--- config.mk ---
export PLATFORM = sky130hd
export DESIGN_NAME = cmd_seq
export DESIGN_NICKNAME = d
export VERILOG_FILES = /design/src/rtl/cmd_seq.sv
export SDC_FILE = /design/constraint.sdc
export NUM_CORES = 1
export LEC_CHECK = 0
export ABC_AREA = 0
export CAP_MARGIN = 20
export CORE_MARGIN = 2
export CORE_UTILIZATION = 59
export CTS_CLUSTER_DIAMETER = 60
export DETAILED_ROUTE_END_ITERATION = 8
export GPL_TIMING_DRIVEN = 0
export PLACE_DENSITY = 0.77
export SYNTH_ARGS = -nofsm -noshare
export SYNTH_HDL_FRONTEND = slang
export SYNTH_SLANG_ARGS = --single-unit
--- constraint.sdc ---
create_clock -name clk -period 3.2 [get_ports clk]
set_input_delay 0.64 -clock clk [delete_from_list [all_inputs] [get_ports clk]]
set_output_delay 0.64 -clock clk [all_outputs]
set_load 0.01 [all_outputs]
--- src/rtl/cmd_seq.sv ---
// cmd_seq: buffered line-follower command sequencer. Queues packed 2-bit opcode words
// and steps veer/turn manoeuvres. Optional feature macro: LINE_TIMEOUT_EN (line-lost abort).
module cmd_seq #(
   parameter int CMD_W = 16,
   parameter int DEPTH = 4,
   parameter int ERR_W = 12,
   parameter int TMR_W = 26,
   parameter logic [ERR_W-1:0] VEER_MAG   = 12'h340,
   parameter logic [ERR_W-1:0] TURN_A_MAG = 12'h1E0,
   parameter logic [ERR_W-1:0] TURN_B_MAG = 12'h380,
   parameter logic [TMR_W-1:0] TURN_A_CNT = 26'h0A0000,
   parameter logic [TMR_W-1:0] TURN_B_CNT = 26'h100000,
   parameter logic [TMR_W-1:0] DBNC_CNT   = 26'h1FFFF,
   parameter logic [TMR_W-1:0] LOST_CNT   = 26'h3FFFFF
) (
   input  logic             clk,
   input  logic             rst,
   input  logic [CMD_W-1:0] cmd,
   input  logic             cmd_rdy,
   output logic             clr_cmd_rdy,
   input  logic             line_present,
   input  logic             BMPL_n,
   input  logic             BMPR_n,
   output logic             go,
   output logic [ERR_W-1:0] err_opn_lp,
   output logic             buzz,
   output logic             fifo_full,
   output logic             fifo_empty,
   output logic             aborted
);

   localparam int STEPS = CMD_W / 2;
   localparam int SW    = $clog2(STEPS + 1);
   localparam int AW    = $clog2(DEPTH);
   localparam int CW    = AW + 1;
   localparam logic [SW-1:0] STEPS_C = SW'(STEPS);
   localparam logic [CW-1:0] DEPTH_C = CW'(DEPTH);

   typedef enum logic [2:0] {
      IDLE, LOAD, MOVE, VEER, TURN_A, TURN_B, COLLISION
   } state_t;

   logic [CMD_W-1:0] mem_q [DEPTH];
   logic [AW-1:0]    wr_ptr_q, rd_ptr_q;
   logic [CW-1:0]    count_q;

   state_t           state_q;
   logic [CMD_W-1:0] cur_q;
   logic [SW-1:0]    step_q;
   logic [TMR_W-1:0] timer_q, timer_d;
   logic             last_right_q;
   logic             go_q, buzz_q;
   logic [ERR_W-1:0] err_q;
   logic [1:0]       op_d;
   logic             push, pop, lost_abort;

   function automatic logic [ERR_W-1:0] signed_mag(input logic right, input logic [ERR_W-1:0] mag);
      return right ? mag : ({ERR_W{1'b0}} - mag);
   endfunction

   // A word whose step budget is spent behaves exactly like an explicit end opcode.
   always_comb begin
      timer_d = (&timer_q) ? timer_q : timer_q + 1'b1;
      op_d    = (step_q >= STEPS_C) ? 2'b00 : cur_q[1:0];
   end

   assign fifo_full   = (count_q == DEPTH_C);
   assign fifo_empty  = (count_q == '0);
   assign push        = cmd_rdy && !fifo_full && !rst && !lost_abort;
   assign pop         = (state_q == LOAD) && !fifo_empty;
   assign clr_cmd_rdy = push;

   always_ff @(posedge clk) begin
      if (push) mem_q[wr_ptr_q] <= cmd;
   end

   always_ff @(posedge clk) begin
      if (rst || lost_abort) begin
         wr_ptr_q <= '0;
         rd_ptr_q <= '0;
         count_q  <= '0;
      end else begin
         if (push) wr_ptr_q <= wr_ptr_q + 1'b1;
         if (pop)  rd_ptr_q <= rd_ptr_q + 1'b1;
         count_q <= count_q + {{AW{1'b0}}, push} - {{AW{1'b0}}, pop};
      end
   end

`ifdef LINE_TIMEOUT_EN
   logic aborted_q;

   // TURN_B only becomes abortable once its steering phase has elapsed.
   assign lost_abort = !line_present && (timer_q >= LOST_CNT) &&
                       ((state_q == VEER) || ((state_q == TURN_B) && (timer_q >= TURN_B_CNT)));

   always_ff @(posedge clk) begin
      if (rst)             aborted_q <= 1'b0;
      else if (lost_abort) aborted_q <= 1'b1;
      else if (push)       aborted_q <= 1'b0;
   end

   assign aborted = aborted_q;
`else
   assign lost_abort = 1'b0;
   assign aborted    = 1'b0;
`endif

   always_ff @(posedge clk) begin
      if (rst) begin
         state_q      <= IDLE;
         cur_q        <= '0;
         step_q       <= '0;
         timer_q      <= '0;
         last_right_q <= 1'b1;
         go_q         <= 1'b0;
         err_q        <= '0;
         buzz_q       <= 1'b0;
      end else if (lost_abort) begin
         state_q <= IDLE;
         timer_q <= '0;
         go_q    <= 1'b0;
         err_q   <= '0;
      end else begin
         timer_q <= timer_d;
         case (state_q)
            IDLE: begin
               go_q  <= 1'b0;
               err_q <= '0;
               if (!fifo_empty && line_present) state_q <= LOAD;
            end
            LOAD: begin
               cur_q   <= mem_q[rd_ptr_q];
               step_q  <= '0;
               timer_q <= '0;
               go_q    <= 1'b1;
               err_q   <= '0;
               state_q <= MOVE;
            end
            MOVE: begin
               if (!BMPL_n || !BMPR_n) begin
                  state_q <= COLLISION;
                  go_q    <= 1'b0;
                  err_q   <= '0;
                  buzz_q  <= 1'b1;
                  timer_q <= '0;
               end else if (line_present) begin
                  go_q  <= 1'b1;
                  err_q <= '0;
               end else begin
                  case (op_d)
                     2'b11: begin
                        state_q <= TURN_A;
                        go_q    <= 1'b0;
                        err_q   <= '0;
                        timer_q <= '0;
                     end
                     2'b01, 2'b10: begin
                        state_q <= VEER;
                        go_q    <= 1'b1;
                        err_q   <= signed_mag(cur_q[0], VEER_MAG);
                        timer_q <= '0;
                     end
                     default: begin
                        err_q <= '0;
                        if (!fifo_empty) begin
                           state_q <= LOAD;
                           go_q    <= 1'b1;
                        end else begin
                           state_q <= IDLE;
                           go_q    <= 1'b0;
                        end
                     end
                  endcase
               end
            end
            VEER: begin
               go_q <= 1'b1;
               if (line_present) begin
                  cur_q        <= cur_q >> 2;
                  step_q       <= step_q + 1'b1;
                  last_right_q <= cur_q[0];
                  err_q        <= '0;
                  state_q      <= MOVE;
               end else begin
                  err_q <= signed_mag(cur_q[0], VEER_MAG);
               end
            end
            TURN_A: begin
               if (timer_q >= TURN_A_CNT) begin
                  go_q    <= 1'b0;
                  err_q   <= '0;
                  timer_q <= '0;
                  state_q <= TURN_B;
               end else begin
                  go_q  <= 1'b1;
                  err_q <= signed_mag(last_right_q, TURN_A_MAG);
               end
            end
            TURN_B: begin
               go_q <= 1'b1;
               if (timer_q < TURN_B_CNT) begin
                  err_q <= signed_mag(last_right_q, TURN_B_MAG);
               end else begin
                  err_q <= '0;
                  if (line_present) begin
                     cur_q   <= cur_q >> 2;
                     step_q  <= step_q + 1'b1;
                     state_q <= MOVE;
                  end
               end
            end
            COLLISION: begin
               if (BMPL_n && BMPR_n) begin
                  state_q <= MOVE;
                  buzz_q  <= 1'b0;
                  go_q    <= 1'b1;
                  err_q   <= '0;
               end else begin
                  go_q <= 1'b0;
                  if (timer_q >= DBNC_CNT) begin
                     buzz_q  <= ~buzz_q;
                     timer_q <= '0;
                  end
               end
            end
            default: state_q <= IDLE;
         endcase
      end
   end

   assign go         = go_q;
   assign err_opn_lp = err_q;
   assign buzz       = buzz_q;

endmodule

==> flow_summary.ini <==
[clocking]
cts_root_buffer = clkbuf_8
clk_pin_slew_ns = 0.06
clockBufferDepth = 2
clock_sinks = 131
numCtsBuffers = 17
clock_latency_ns = 0.52
cts-resized-gates = 0
cts_hold_buf = 0
post_cts_buffers = 0
cts.htree.levels = 4
cts_tree = yes

[floorplanning]
coreArea_um2 = 9680
fp.dieW_um = 104
pin_count = 40
die_y_um = 104
initial_core_util_pct = 60.4
num_rows = 36
die-area_um2 = 10700

[synthesis]
synth_edf_count = 64
synthArstFlopShare_pct = 0
synth_area_leader_cell = edfxtp_1
ys_top_cells_by_area = edfxtp_1 (33%), dfxtp_1 (23%), mux4_2 (6.2%)
ys_types = 65
avgSynthCellArea_um2 = 11.4
syn_inst = 512
synth_top_area_share_pct = 32.8
synth-seq-area-share_pct = 55.8
synth-main-ff-cell = dfxtp_1
ys_ff_latch = 131
yosys_warnings = 0
syn_area_um2 = 5850

[finish]
n_antenna_cell = 0
drive_above_1_share_pct = 13.6
nNetsFinal = 604
area_delta_synth_final_pct = 18.5
fin_util_pct = 71.6
layout.cells.non_filler = 714
finalInstanceArea_um2 = 6930

[global_route]
grt_first_pass_wirelength_um = 19200
antenna_found_initial = 0
grt_max_degree = 17
grtUsageTotal_pct = 22.5
grt-ovfl-total = 0
grt_pass1_vias = 4004

[worst_hold_path]
min_from = err_opn_lp[10]
hold_class = reg2reg
hold_depth = 2
hold_end = err_opn_lp[10]

[timing]
setup_tns_ns = 0
final_hold_viol_count = 0
timing.hold.ws_ns = 0.471
drv_slew = 0
slew_headroom_pct = 45.0
timing.fmax_ghz = 0.356
min_period_ns = 2.81
worst_pin_slew_ns = 0.825
skew_ns = 0.00701
fin_crit_sh_pct = 87.8
rsz0062_at_grt = no
finalSetupViolations = 0
timing.final.ws_setup_ns = 0.391

[run]
drv_cap = 0

[route]
vias = 4115
wire_per_inst_um = 16.1
routed_wl_um = 11500
route.detailed.drc = 0
drt_iter0_drc = 223
viasPerCell = 5.76
ant_nets = 0
firstDrtPassIters = 4

[placed_design]
dp_hpwl_um = 7780
place_area_um2 = 6370
place_congestion = 0.901
io_buffer_count = 33
placedCellCount = 683
preCtsSetupSlack_ns = 0.431

[power]
power.total_mw = 5.22
leakagePower_nw = 2.35
powerDensity_nw_per_um2 = 753
peakVddDrop_mv = 0.527

[worst_setup_path]
end_kind = output pin
rr_startpoint = state_q[2]
critPathLaunchType = register
path_max_fanout = 6
crit_arrival_ns = 2.17
crit_type = reg2out
reg2reg_slack_ns = 0.55
worstReg2RegEnd = count_q[2]
critical_path_required_ns = 2.56
reg2reg_depth = 11

[status]
outcome = complete, no violations
==> sequential cells by signal, indices dropped and copies added (netlist names), named ones only <==
signal,flops
last_right_q,1
state_q,3
step_q,4
count_q,3
go,1
err_opn_lp,6
rd_ptr_q,2
buzz,1
mem_q,64
cur_q,16
timer_q,26
wr_ptr_q,2
==> how the worst max path moves through the flow <==
| stage | startpoint | to | slack (ns) | cells past startpoint |
|---|---|---|---|---|
| finish | count_q[1] | clr_cmd_rdy | 0.39 | 4 |
| global route | count_q[1] | clr_cmd_rdy | 0.20 | 4 |
| CTS | count_q[1] | clr_cmd_rdy | 0.36 | 4 |
| detailed placement | cmd_rdy | clr_cmd_rdy | 0.43 | 4 |
| global placement | cmd_rdy | clr_cmd_rdy | 0.49 | 4 |
| floorplan | state_q[2] | count_q[2] | 0.92 | 11 |
==> cells in the final DEF (no fill, tap or decap), drive strengths merged, types with 18 or more instances in the layout <==
cell type,instances
a21oi,29
inv,22
buf,18
nor2,55
edfxtp,64
nand2,47
dfxtp,67
clkbuf,33
clkdlybuf4s50,33
==> power breakdown <==
part	total (mW)	switching, mW	internal (mW)
clock network	1.85	0.734	1.11
registers	2.09	0.120	1.97
logic	1.29	0.725	0.564
==> cell type report <==
type	instances	area (um2)
flip-flops and latches	131	3260
fillers	697	2750
multi-input cells	335	2360
clock buffers	17	414
repair buffers	33	330
plain buffers	34	181
well taps	133	166
clock inverters	14	151
inverters	17	63.8
==> critical path: stages (launching register included) <==
cell             delay [ns]
dfxtp_1                0.42
nor3b_1                0.09
nand2b_1               0.21
nor2_1                 0.33
clkdlybuf4s50_1        0.61
==> cell usage after synthesis, types with 4 or more instances <==
cell and n:
buf_2 4, buf_1 4, nor3_1 12, ha_1 12, a311oi_1 14, nand2b_1 10, buf_4 7, mux4_2 16
dfxtp_1 67, inv_1 17, nor2b_1 6, or4_1 5, mux2i_1 5, nor2_2 7, a211oi_1 5, or3_1 7
and2_1 5, edfxtp_1 64, o21ai_0 7, nor2_1 48, nand4_1 5, xnor2_1 16, nand2_1 47, xor2_1 4
nor4_1 5, nand3_1 12, clkbuf_1 16, a31oi_1 6, a21oi_1 26
==> logic make-up after synthesis <==
group | Yosys count | share of synthesized area, %
AND/OR/NAND/NOR | 188 | 16.8
flip-flops | 131 | 55.8
AO/OA/AOI/OAI | 87 | 10.3
buffers and inverters | 51 | 4.19
multiplexers | 21 | 7.01
XOR/XNOR | 20 | 2.99
adder cells (fa/ha/maj) | 13 | 2.91
other | 1 | 0.0641
==> layer usage <==
layer	up-vias	track usage (%)	routed length, um
met5	-	0	0
met4	0	7.63	136
met3	10	4.59	422
met2	90	38.8	5930
met1	2020	28.4	5030
li1	1995	-	-
Power figures use the tool's default switching activity.
